**src/rtl/video_pkg.sv**
```systemverilog
// Shared encodings and default widths for the video test-pattern source.
// Pattern and FSM state codes are used by the generator and its pattern LUT.
package video_pkg;

   localparam int DEF_DATA_W = 24;
   localparam int DEF_DIM_W  = 12;

   localparam logic [1:0] PAT_HRAMP = 2'd0;
   localparam logic [1:0] PAT_VRAMP = 2'd1;
   localparam logic [1:0] PAT_CHECK = 2'd2;
   localparam logic [1:0] PAT_SOLID = 2'd3;

   typedef enum logic [1:0] {
      ST_IDLE   = 2'd0,
      ST_ACTIVE = 2'd1,
      ST_GAP    = 2'd2
   } state_t;

endpackage

```
**src/rtl/video_pattern_lut.sv**
```systemverilog
// Combinational pixel generator: maps (x, y, pattern, solid colour) to one pixel.
// Each colour component is DATA_W/3 bits; counters are zero-filled or truncated to fit.
module video_pattern_lut
   import video_pkg::*;
#(
   parameter int DATA_W = DEF_DATA_W,
   parameter int DIM_W  = DEF_DIM_W
) (
   input  logic [DIM_W-1:0]  x,
   input  logic [DIM_W-1:0]  y,
   input  logic [1:0]        pattern,
   input  logic [DATA_W-1:0] solid,
   output logic [DATA_W-1:0] pixel
);

   localparam int K = DATA_W / 3;

   logic [K-1:0] x_comp;
   logic [K-1:0] y_comp;
   logic         check_on;

   // Select the pixel value for the requested pattern.
   always_comb begin
      x_comp   = K'(x);
      y_comp   = K'(y);
      check_on = x[4] ^ y[4];
      case (pattern)
         PAT_HRAMP: pixel = DATA_W'({3{x_comp}});
         PAT_VRAMP: pixel = DATA_W'({3{y_comp}});
         PAT_CHECK: begin
            if (check_on) begin
               pixel = {DATA_W{1'b1}};
            end else begin
               pixel = {DATA_W{1'b0}};
            end
         end
         PAT_SOLID: pixel = solid;
         default:   pixel = {DATA_W{1'b0}};
      endcase
   end

endmodule

```
**src/rtl/video_stream_gen.sv**
```systemverilog
// AXI4-Stream test-pattern video source: SOF on tuser, EOL on tlast, honours tready.
// Geometry and pattern are latched at every frame start; all outputs are registered.
module video_stream_gen
   import video_pkg::*;
#(
   parameter int DATA_W     = DEF_DATA_W,
   parameter int DIM_W      = DEF_DIM_W,
   parameter int GAP_CYCLES = 16,
   parameter int CNT_W      = 24
) (
   input  logic              clk,
   input  logic              rstn,
   input  logic              enable,
   input  logic [DIM_W-1:0]  h_size,
   input  logic [DIM_W-1:0]  v_size,
   input  logic [1:0]        pattern_sel,
   input  logic [DATA_W-1:0] solid_color,
   output logic [DATA_W-1:0] m_axis_video_tdata,
   output logic              m_axis_video_tvalid,
   input  logic              m_axis_video_tready,
   output logic              m_axis_video_tuser,
   output logic              m_axis_video_tlast,
   output logic              busy,
   output logic              frame_done,
   output logic [CNT_W-1:0]  frame_cnt,
   output logic              config_err
);

   localparam int               GAP_W    = (GAP_CYCLES > 1) ? $clog2(GAP_CYCLES) : 1;
   localparam logic [GAP_W-1:0] GAP_LAST = GAP_W'((GAP_CYCLES > 0) ? GAP_CYCLES - 1 : 0);
   localparam logic             HAS_GAP  = (GAP_CYCLES > 0);

   state_t            state;
   logic [DIM_W-1:0]  x;
   logic [DIM_W-1:0]  y;
   logic [GAP_W-1:0]  gap_cnt;
   logic [DIM_W-1:0]  cfg_h;
   logic [DIM_W-1:0]  cfg_v;
   logic [1:0]        cfg_pat;
   logic [DATA_W-1:0] cfg_solid;

   logic              xfer;
   logic              last_x;
   logic              last_y;
   logic              size_ok;
   logic              frame_end;
   logic              gap_end;
   logic              decide;
   logic              launch;
   logic [DIM_W-1:0]  nx;
   logic [DIM_W-1:0]  ny;
   logic [DIM_W-1:0]  lut_x;
   logic [DIM_W-1:0]  lut_y;
   logic [1:0]        lut_pat;
   logic [DATA_W-1:0] lut_solid;
   logic [DATA_W-1:0] lut_pixel;
   logic              next_last;

   // Next-beat coordinates and the frame-start decision; a launch presents pixel (0,0)
   // using the live inputs because the config registers only load on that same edge.
   always_comb begin
      xfer      = m_axis_video_tvalid && m_axis_video_tready;
      last_x    = (x == cfg_h - DIM_W'(1));
      last_y    = (y == cfg_v - DIM_W'(1));
      size_ok   = (h_size != {DIM_W{1'b0}}) && (v_size != {DIM_W{1'b0}});
      frame_end = (state == ST_ACTIVE) && xfer && last_x && last_y;
      gap_end   = (state == ST_GAP) && (gap_cnt == GAP_LAST);
      decide    = (state == ST_IDLE) || gap_end || (frame_end && !HAS_GAP);
      launch    = decide && enable && size_ok;
      if (last_x) begin
         nx = {DIM_W{1'b0}};
         ny = y + DIM_W'(1);
      end else begin
         nx = x + DIM_W'(1);
         ny = y;
      end
      if (launch) begin
         lut_x     = {DIM_W{1'b0}};
         lut_y     = {DIM_W{1'b0}};
         lut_pat   = pattern_sel;
         lut_solid = solid_color;
         next_last = (h_size == DIM_W'(1));
      end else begin
         lut_x     = nx;
         lut_y     = ny;
         lut_pat   = cfg_pat;
         lut_solid = cfg_solid;
         next_last = (nx == cfg_h - DIM_W'(1));
      end
   end

   video_pattern_lut #(
      .DATA_W (DATA_W),
      .DIM_W  (DIM_W)
   ) u_lut (
      .x       (lut_x),
      .y       (lut_y),
      .pattern (lut_pat),
      .solid   (lut_solid),
      .pixel   (lut_pixel)
   );

   // Frame FSM, pixel counters and the registered AXI-Stream output stage.
   always_ff @(posedge clk or negedge rstn) begin
      if (!rstn) begin
         state               <= ST_IDLE;
         x                   <= {DIM_W{1'b0}};
         y                   <= {DIM_W{1'b0}};
         gap_cnt             <= {GAP_W{1'b0}};
         cfg_h               <= {DIM_W{1'b0}};
         cfg_v               <= {DIM_W{1'b0}};
         cfg_pat             <= 2'd0;
         cfg_solid           <= {DATA_W{1'b0}};
         m_axis_video_tdata  <= {DATA_W{1'b0}};
         m_axis_video_tvalid <= 1'b0;
         m_axis_video_tuser  <= 1'b0;
         m_axis_video_tlast  <= 1'b0;
         busy                <= 1'b0;
         frame_done          <= 1'b0;
         frame_cnt           <= {CNT_W{1'b0}};
         config_err          <= 1'b0;
      end else begin
         frame_done <= 1'b0;
         if (frame_end) begin
            frame_done <= 1'b1;
            frame_cnt  <= frame_cnt + CNT_W'(1);
         end
         if (decide && enable && !size_ok) begin
            config_err <= 1'b1;
         end
         if (launch) begin
            state               <= ST_ACTIVE;
            busy                <= 1'b1;
            x                   <= {DIM_W{1'b0}};
            y                   <= {DIM_W{1'b0}};
            cfg_h               <= h_size;
            cfg_v               <= v_size;
            cfg_pat             <= pattern_sel;
            cfg_solid           <= solid_color;
            m_axis_video_tvalid <= 1'b1;
            m_axis_video_tuser  <= 1'b1;
            m_axis_video_tlast  <= next_last;
            m_axis_video_tdata  <= lut_pixel;
         end else begin
            case (state)
               ST_IDLE: begin
                  busy                <= 1'b0;
                  m_axis_video_tvalid <= 1'b0;
               end
               ST_ACTIVE: begin
                  if (frame_end) begin
                     state               <= HAS_GAP ? ST_GAP : ST_IDLE;
                     busy                <= HAS_GAP;
                     gap_cnt             <= {GAP_W{1'b0}};
                     x                   <= {DIM_W{1'b0}};
                     y                   <= {DIM_W{1'b0}};
                     m_axis_video_tvalid <= 1'b0;
                     m_axis_video_tuser  <= 1'b0;
                     m_axis_video_tlast  <= 1'b0;
                     m_axis_video_tdata  <= {DATA_W{1'b0}};
                  end else if (xfer) begin
                     x                  <= nx;
                     y                  <= ny;
                     m_axis_video_tuser <= 1'b0;
                     m_axis_video_tlast <= next_last;
                     m_axis_video_tdata <= lut_pixel;
                  end
               end
               ST_GAP: begin
                  if (gap_end) begin
                     state <= ST_IDLE;
                     busy  <= 1'b0;
                  end else begin
                     gap_cnt <= gap_cnt + GAP_W'(1);
                  end
               end
               default: begin
                  state               <= ST_IDLE;
                  busy                <= 1'b0;
                  m_axis_video_tvalid <= 1'b0;
                  m_axis_video_tuser  <= 1'b0;
                  m_axis_video_tlast  <= 1'b0;
               end
            endcase
         end
      end
   end

endmodule

```
**config.mk**
```make
export PLATFORM = sky130hd
export DESIGN_NAME = video_stream_gen
export DESIGN_NICKNAME = d
export VERILOG_FILES = /design/src/rtl/video_pkg.sv /design/src/rtl/video_pattern_lut.sv /design/src/rtl/video_stream_gen.sv
export SDC_FILE = /design/constraint.sdc
export NUM_CORES = 1
export LEC_CHECK = 0
export ABC_AREA = 1
export CAP_MARGIN = 10
export CORE_MARGIN = 3
export CORE_UTILIZATION = 40
export DETAILED_ROUTE_END_ITERATION = 7
export GPL_TIMING_DRIVEN = 0
export PLACE_DENSITY = 0.66
export SYNTH_ARGS = -nofsm -noshare
export SYNTH_HDL_FRONTEND = slang
export SYNTH_SLANG_ARGS = --single-unit
```
**constraint.sdc**
```tcl
create_clock -name clk -period 2.8 [get_ports clk]
set_clock_uncertainty 0.05 [all_clocks]
set_input_delay 0.56 -clock clk [delete_from_list [all_inputs] [get_ports clk]]
set_output_delay 0.56 -clock clk [all_outputs]
set_load 0.01 [all_outputs]
```
# Word level (Yosys, flattened, before mapping)

Cells that the tools add are included.

Register bits after elaboration: 134
Latch bits: 0
RAM bits: 0
Memory bits (read-only): 0
Input bits: 54
Output and inout bits: 54
Memories: 0

Add/subtract/negate cells: 6
$mul: 0
Div/mod/pow operators: 0
Magnitude comparators: 0
Equal/unequal tests: 18
Shifts and indexed selects: 0
Mux-type cells: 44
Bitwise operators: 2
Reduce and logical (&&, ||, !) cells: 25

Operator list:

| kind                    | number |
|---|---|
| $mux W24                | 6 |
| $mux W12                | 10 |
| $pmux W24 S4            | 1 |
| $eq A12 B12 Y1          | 3 |
| $add A12 B1 Y12 const B | 2 |
| $add A24 B1 Y24 const B | 1 |
| $reduce_bool A12 Y1     | 2 |
| $sub A12 B1 Y12 const B | 2 |
| $mux W8                 | 2 |
| $mux W1                 | 13 |
| $eq A12 B1 Y1 const B   | 1 |
| $logic_and A1 B1 Y1     | 9 |
| $mux W2                 | 4 |
| $mux W4                 | 2 |
| $ne A2 B2 Y1 const B    | 4 |
| $pmux W1 S2             | 4 |
| $pmux W4 S2             | 1 |
| $reduce_and A2 Y1       | 4 |
| $eq A2 B2 Y1 const B    | 3 |
| $ne A3 B3 Y1 const B    | 2 |
| $pmux W2 S3             | 1 |
| $add A4 B1 Y4 const B   | 1 |
| $eq A2 B1 Y1 const B    | 2 |
| $eq A4 B4 Y1 const B    | 1 |
| 12 further kinds        | 14 |

# Depth between registers and ports, before layout

Word-level depth: 13
Mapped depth: 22

# Cells and area by module

From an unflattened synthesis, not the netlist that was laid out.

Cell total of the unflattened synthesis: 1224
Area total of the unflattened synthesis: 8602.0 µm²

Modules (own cells, without submodules):

| module            | instances | cells each | area each (µm²) | seq. area each (µm²) |
|---|---|---|---|---|
| video_stream_gen  | 1         | 1095       | 7961.4          | 3353.2 |
| video_pattern_lut | 1         | 129        | 640.6           | 0.0 |

# Worst setup path before layout

OpenSTA, ideal clock, no wires.

Kind: reg-to-reg
Start: register cfg_h[0]
End: register m_axis_video_tdata[9]
Arrival: 2.320 ns
Data required time: 2.633 ns
Setup slack: 0.313 ns
Stages on the path, launching flop included: 20
Buffers on the path: 2
Clock period less this slack: 2.487 ns
Cells stage by stage: dfrtp_1 inv_1 ha_1 buf_2 nand2_4 nor2_2 nand2_1 nand2_1 nor2_1 nor2_1 nand2_1 nor2_2 nand2_4 buf_2 o211ai_1 nor2_1 nor2_1 nand3_1 nand2_1 nand2_1

Longest elaborated chain between the ends: 11
Elaborated cells on any way between the ends: 17
Classes of those cells: add/sub: 1; eq/ne: 1; mux: 10; bitwise: 1; reduce/logical: 4

RTL lines:

| what                   | line                    | text |
|---|---|---|
| start, declared        | video_stream_gen.sv:37  | `logic [DIM_W-1:0] cfg_h;` |
| start signal, assigned | video_stream_gen.sv:110 | `cfg_h <= {DIM_W{1'b0}};` |
| start signal, assigned | video_stream_gen.sv:136 | `cfg_h <= h_size;` |
| $sub A12 B1 Y12 (*)    | video_stream_gen.sv:63  | `last_x = (x == cfg_h - DIM_W'(1));` |
| $eq A12 B12 Y1 (*)     | video_stream_gen.sv:63  |  |
| $mux W12               | video_stream_gen.sv:70  | `if (last_x) begin` |
| $mux W8                | video_stream_gen.sv:77  | `if (launch) begin` |
| $xor A1 B1 Y1          | video_pattern_lut.sv:26 | `check_on = x[4] ^ y[4];` |
| $mux W24               | video_pattern_lut.sv:31 | `if (check_on) begin` |
| $pmux W24 S4           | video_pattern_lut.sv:27 | `case (pattern)` |
| $mux W24               | video_stream_gen.sv:161 | `end else if (xfer) begin` |
| $mux W24               | video_stream_gen.sv:151 | `if (frame_end) begin` |
| $mux W24               | video_stream_gen.sv:145 | `case (state)` |
| $mux W24               | video_stream_gen.sv:131 | `if (launch) begin` |
| end signal, assigned   | video_stream_gen.sv:143 | `m_axis_video_tdata <= lut_pixel;` |
| end signal, assigned   | video_stream_gen.sv:160 | `m_axis_video_tdata <= {DATA_W{1'b0}};` |
| end signal, assigned   | video_stream_gen.sv:166 | `m_axis_video_tdata <= lut_pixel;` |
| end, declared          | video_stream_gen.sv:18  | `output logic [DATA_W-1:0] m_axis_video_tdata,` |

Every way passes the cells marked *; elsewhere a longest branch is shown, timed or not. The select of a mux whose other input is x is not followed.
A chain may end at the register's enable or synchronous reset.

# Worst setup path after layout

Start: register cfg_h[0]
End: register frame_cnt[10]

Longest elaborated chain between the ends: 4

RTL lines:

| what                              | line                    | text |
|---|---|---|
| $sub A12 B1 Y12                   | video_stream_gen.sv:63  |  |
| $eq A12 B12 Y1                    | video_stream_gen.sv:63  |  |
| $logic_and A1 B1 Y1 (2 in series) | video_stream_gen.sv:66  | `frame_end = (state == ST_ACTIVE) && xfer && last_x && last_y;` |
| end signal, assigned              | video_stream_gen.sv:120 | `frame_cnt <= {CNT_W{1'b0}};` |
| end signal, assigned              | video_stream_gen.sv:126 | `frame_cnt <= frame_cnt + CNT_W'(1);` |
| end, declared                     | video_stream_gen.sv:25  | `output logic [CNT_W-1:0] frame_cnt,` |

No other way between the ends.

==> key figures <==
Detailed routing
  • Initial DRC count: 506
  • Routed WL: 22.77 mm
  • Avg WL per Cell: 14.63 um
  • Via total after detailed routing: 7770
  • Via-per-instance ratio: 4.994
  • # DRC: 0
  • ANT nets after route: 0
  • TritonRoute pass-1 iters: 6

Die
  • Height of the die: 147.9 um
  • Initial core utilization: 40.99%
  • Width of the die: 147.9 um
  • IO Count: 108
  • Die ar.: 21880 sq um
  • Area of the core: 19650 sq um
  • Row cnt: 51

GRT
  • Largest net degree at the start of global routing: 83
  • GRT Overall Usage: 20.77%
  • First-pass GRT wire length: 36.79 mm
  • Initial antenna violation count: 0
  • Vias in the first global route: 7285
  • Gr ovfl total: 0

Cells and area
  • Area Growth Syn to Fin: 32.38%
  • Most common cell after layout, fill and taps aside: nand2_1
  • NumNets Final: 1342
  • # diodes: 0
  • Final std cells w/o fill: 1556
  • Fill cells: 1937
  • Share of cells above drive strength 1: 13.01%
  • Multi-input logic area: 4295 sq um
  • Most frequent cells in the layout: nand2_1, dfrtp_1, inv_1, clkdlybuf4s50_1, nand3_1
  • Register area: 3358 sq um
  • Finished Cell Area: 10670 sq um

Yosys
  • Dominant cell type by area after synthesis: dfrtp_1
  • Syn Nets: 1188
  • Top cells by area, synth: dfrtp_1, nand2_1, nand3_1, inv_1, nor2_1
  • Post-synth top flop: dfrtp_1
  • Synthesis Warnings: 0
  • Post-synth EDFFs: 0
  • FFs w/ async S/R, synth: 100.0%
  • Yosys cell types: 41
  • Mapped Area: 8056 sq um
  • Seq/Total Area, Yosys: 41.62%
  • Synth Register Bits: 134
  • Cells after Synth: 1125
  • Mean Syn Cell Area: 7.161 sq um
  • Share of the synthesized area in the top cell type: 41.62%

Timing
  • Minimum clock period: 2762 ps
  • Max frequency: 0.3621 GHz
  • Fin crit share: 98.63%
  • Slew margin rel.: 46.86%
  • Worst slew pin tran: 797.1 ps
  • # setup viols final: 0
  • Setup tns final: 0 ps
  • Final Hold Viols: 0
  • Final worst slack: 38.34 ps
  • RSZ-0062 raised after global routing: yes
  • Final slew viol count: 0

CTS
  • CTS sink count: 134
  • Reg clk slew, reported paths: 70 ps
  • H-tree levels: 4
  • CTS Buffer Depth: 2
  • Root cell of the clock tree: clkbuf_16
  • CTS tree: built
  • Worst-Skew Late Latency: 420 ps
  • Num CTS Buffers: 17

Pwr
  • Cell area power density: 916.6 nW/um^2
  • Peak VDD IR: 0.5356 mV
  • Leak: 0.005207 uW
  • PnR Total Power: 9776 uW

Place
  • Final HPWL DP: 16.64 mm
  • Routability Congestion: 0.9220
  • Number of port buffers: 107
  • Dpl cells: 1498
  • Pre-CTS WS: -842.1 ps
  • Placed Area: 9488 sq um

Worst setup path
  • RR Startpoint: cfg_h[0]
  • Crit. Startpoint: cfg_h[0]
  • Reg2reg end: frame_cnt[10]
  • R2R Setup Slk: 40 ps
  • Worst Path Max Fanout: 6
  • CP Data Required Time: 3070 ps
  • Crit path kind: reg -> reg
  • CP arrival: 3030 ps
  • Worst Setup Start Kind: register
  • CP endpoint kind: register
  • Cells on worst reg2reg path: 16

Run
  • Max-cap violation count: 0

Outcome
  • Outcome: finished, final reports clean

Min path
  • HP Class: in -> async
[cell usage after synthesis (2+ instances only)]
master and count:
a21oi_1 5, buf_2 14, buf_6 2, clkbuf_1 14, dfrtp_1 134, ha_1 9, inv_1 135, nand2_1 378
nand2_2 4, nand2_4 4, nand3_1 103, nand3_2 2, nand3b_1 4, nand4_1 30, nor2_1 91, nor2_2 6
nor2_4 5, nor3_1 20, nor4_1 9, o211ai_1 6, o21ai_0 53, o21ai_1 3, o22ai_1 18, o31ai_1 2
or2_2 10, xnor2_1 14, xor2_1 36
[routing by layer]
| metal | wire, um | part of all wire (%) | vias up | global-route usage (%) |
|---|---|---|---|---|
| met5 | 0 | 0 | - | 0 |
| met4 | 252 | 1.1 | 0 | 5.404 |
| met3 | 1085 | 4.8 | 23 | 3.495 |
| met2 | 9913 | 44 | 219 | 31.48 |
| met1 | 11520 | 51 | 3612 | 30.97 |
| li1 | - | - | 3916 | - |
[registers in the layout, summed over array words and instances, names as in the netlist]
register / cells
frame_cnt: 24
m_axis_video_tuser: 1
frame_done: 1
cfg_h: 12
cfg_solid: 24
cfg_v: 12
state: 2
gap_cnt: 4
y: 12
x: 12
m_axis_video_tvalid: 1
m_axis_video_tdata: 24
cfg_pat: 2
config_err: 1
busy: 1
m_axis_video_tlast: 1
[cell type report]
cell class	instances	area share (%)
Buffer	29	1.818
Sequential cell	134	31.49
Clock inverter	13	1.830
Clock buffer	18	4.024
Multi-Input combinational cell	824	40.27
Timing Repair Buffer	135	12.54
Inverter	138	4.916
Tap cell	265	3.109
[power by group]
part           total (uW)  switching, uW  internal (uW)
Sequential           2910            412           2490
Combinational        4450           2700           1760
Clock                2420            917           1500
[worst max-delay path, stage by stage, from the launching register on]
cell and delay, ps:
dfrtp_1 400, inv_2 90, ha_4 170, buf_4 120, nand3_1 120, nand2_2 130
nor2_1 50, nor2_1 90, nand3_1 70, nor2_1 140, nand3_1 130, nor2_4 220
buf_6 160, nand2_8 60, nor4_4 350, nand3_1 150, xor2_1 160
[per-stage QoR]
step | hold WS, ps | utilization (%)
3_5_place_dp | 402.5 | 48.27
4_1_cts | 168.2 | 52.00
5_1_grt | 199.8 | 54.27
2_1_floorplan | 214.4 | -
6_report | 140.9 | 54.27
3_3_place_gp | 401.9 | 48.13
[logic make-up after synthesis]
| kind of cell | share of synthesized area, % |
|---|---|
| buffers and inverters | 8.247 |
| adders and majority gates | 1.398 |
| AOI/OAI and AO/OA | 6.523 |
| and+or+nand+nor | 36.78 |
| DFF | 41.62 |
| xor gates and xnor gates | 5.436 |
[what timing repair did]
| action | 4_1_cts | 5_1_grt |
|---|---|---|
| buffers inserted | 6 | 20 |
| endpoints found under the setup margin | 94 | 97 |
| resized for setup | 19 | 92 |
| hold buffers | 0 | 0 |
| pin swaps | 3 | 20 |
| cloned | 0 | 2 |
[worst max path at each step]
| stage | endpoint | slack [ps] | cells past startpoint |
|---|---|---|---|
| final | frame_cnt[10] | 40 | 16 |
| after global routing | frame_cnt[10] | -170 | 17 |
| after CTS | m_axis_video_tdata[3] | 2 | 15 |
| after detailed placement | gap_cnt[3] | -840 | 8 |
| after global placement | frame_cnt[7] | -4420 | 1 |
| after floorplan | m_axis_video_tdata[9] | 310 | 19 |
(Power assumes the default switching activity.)
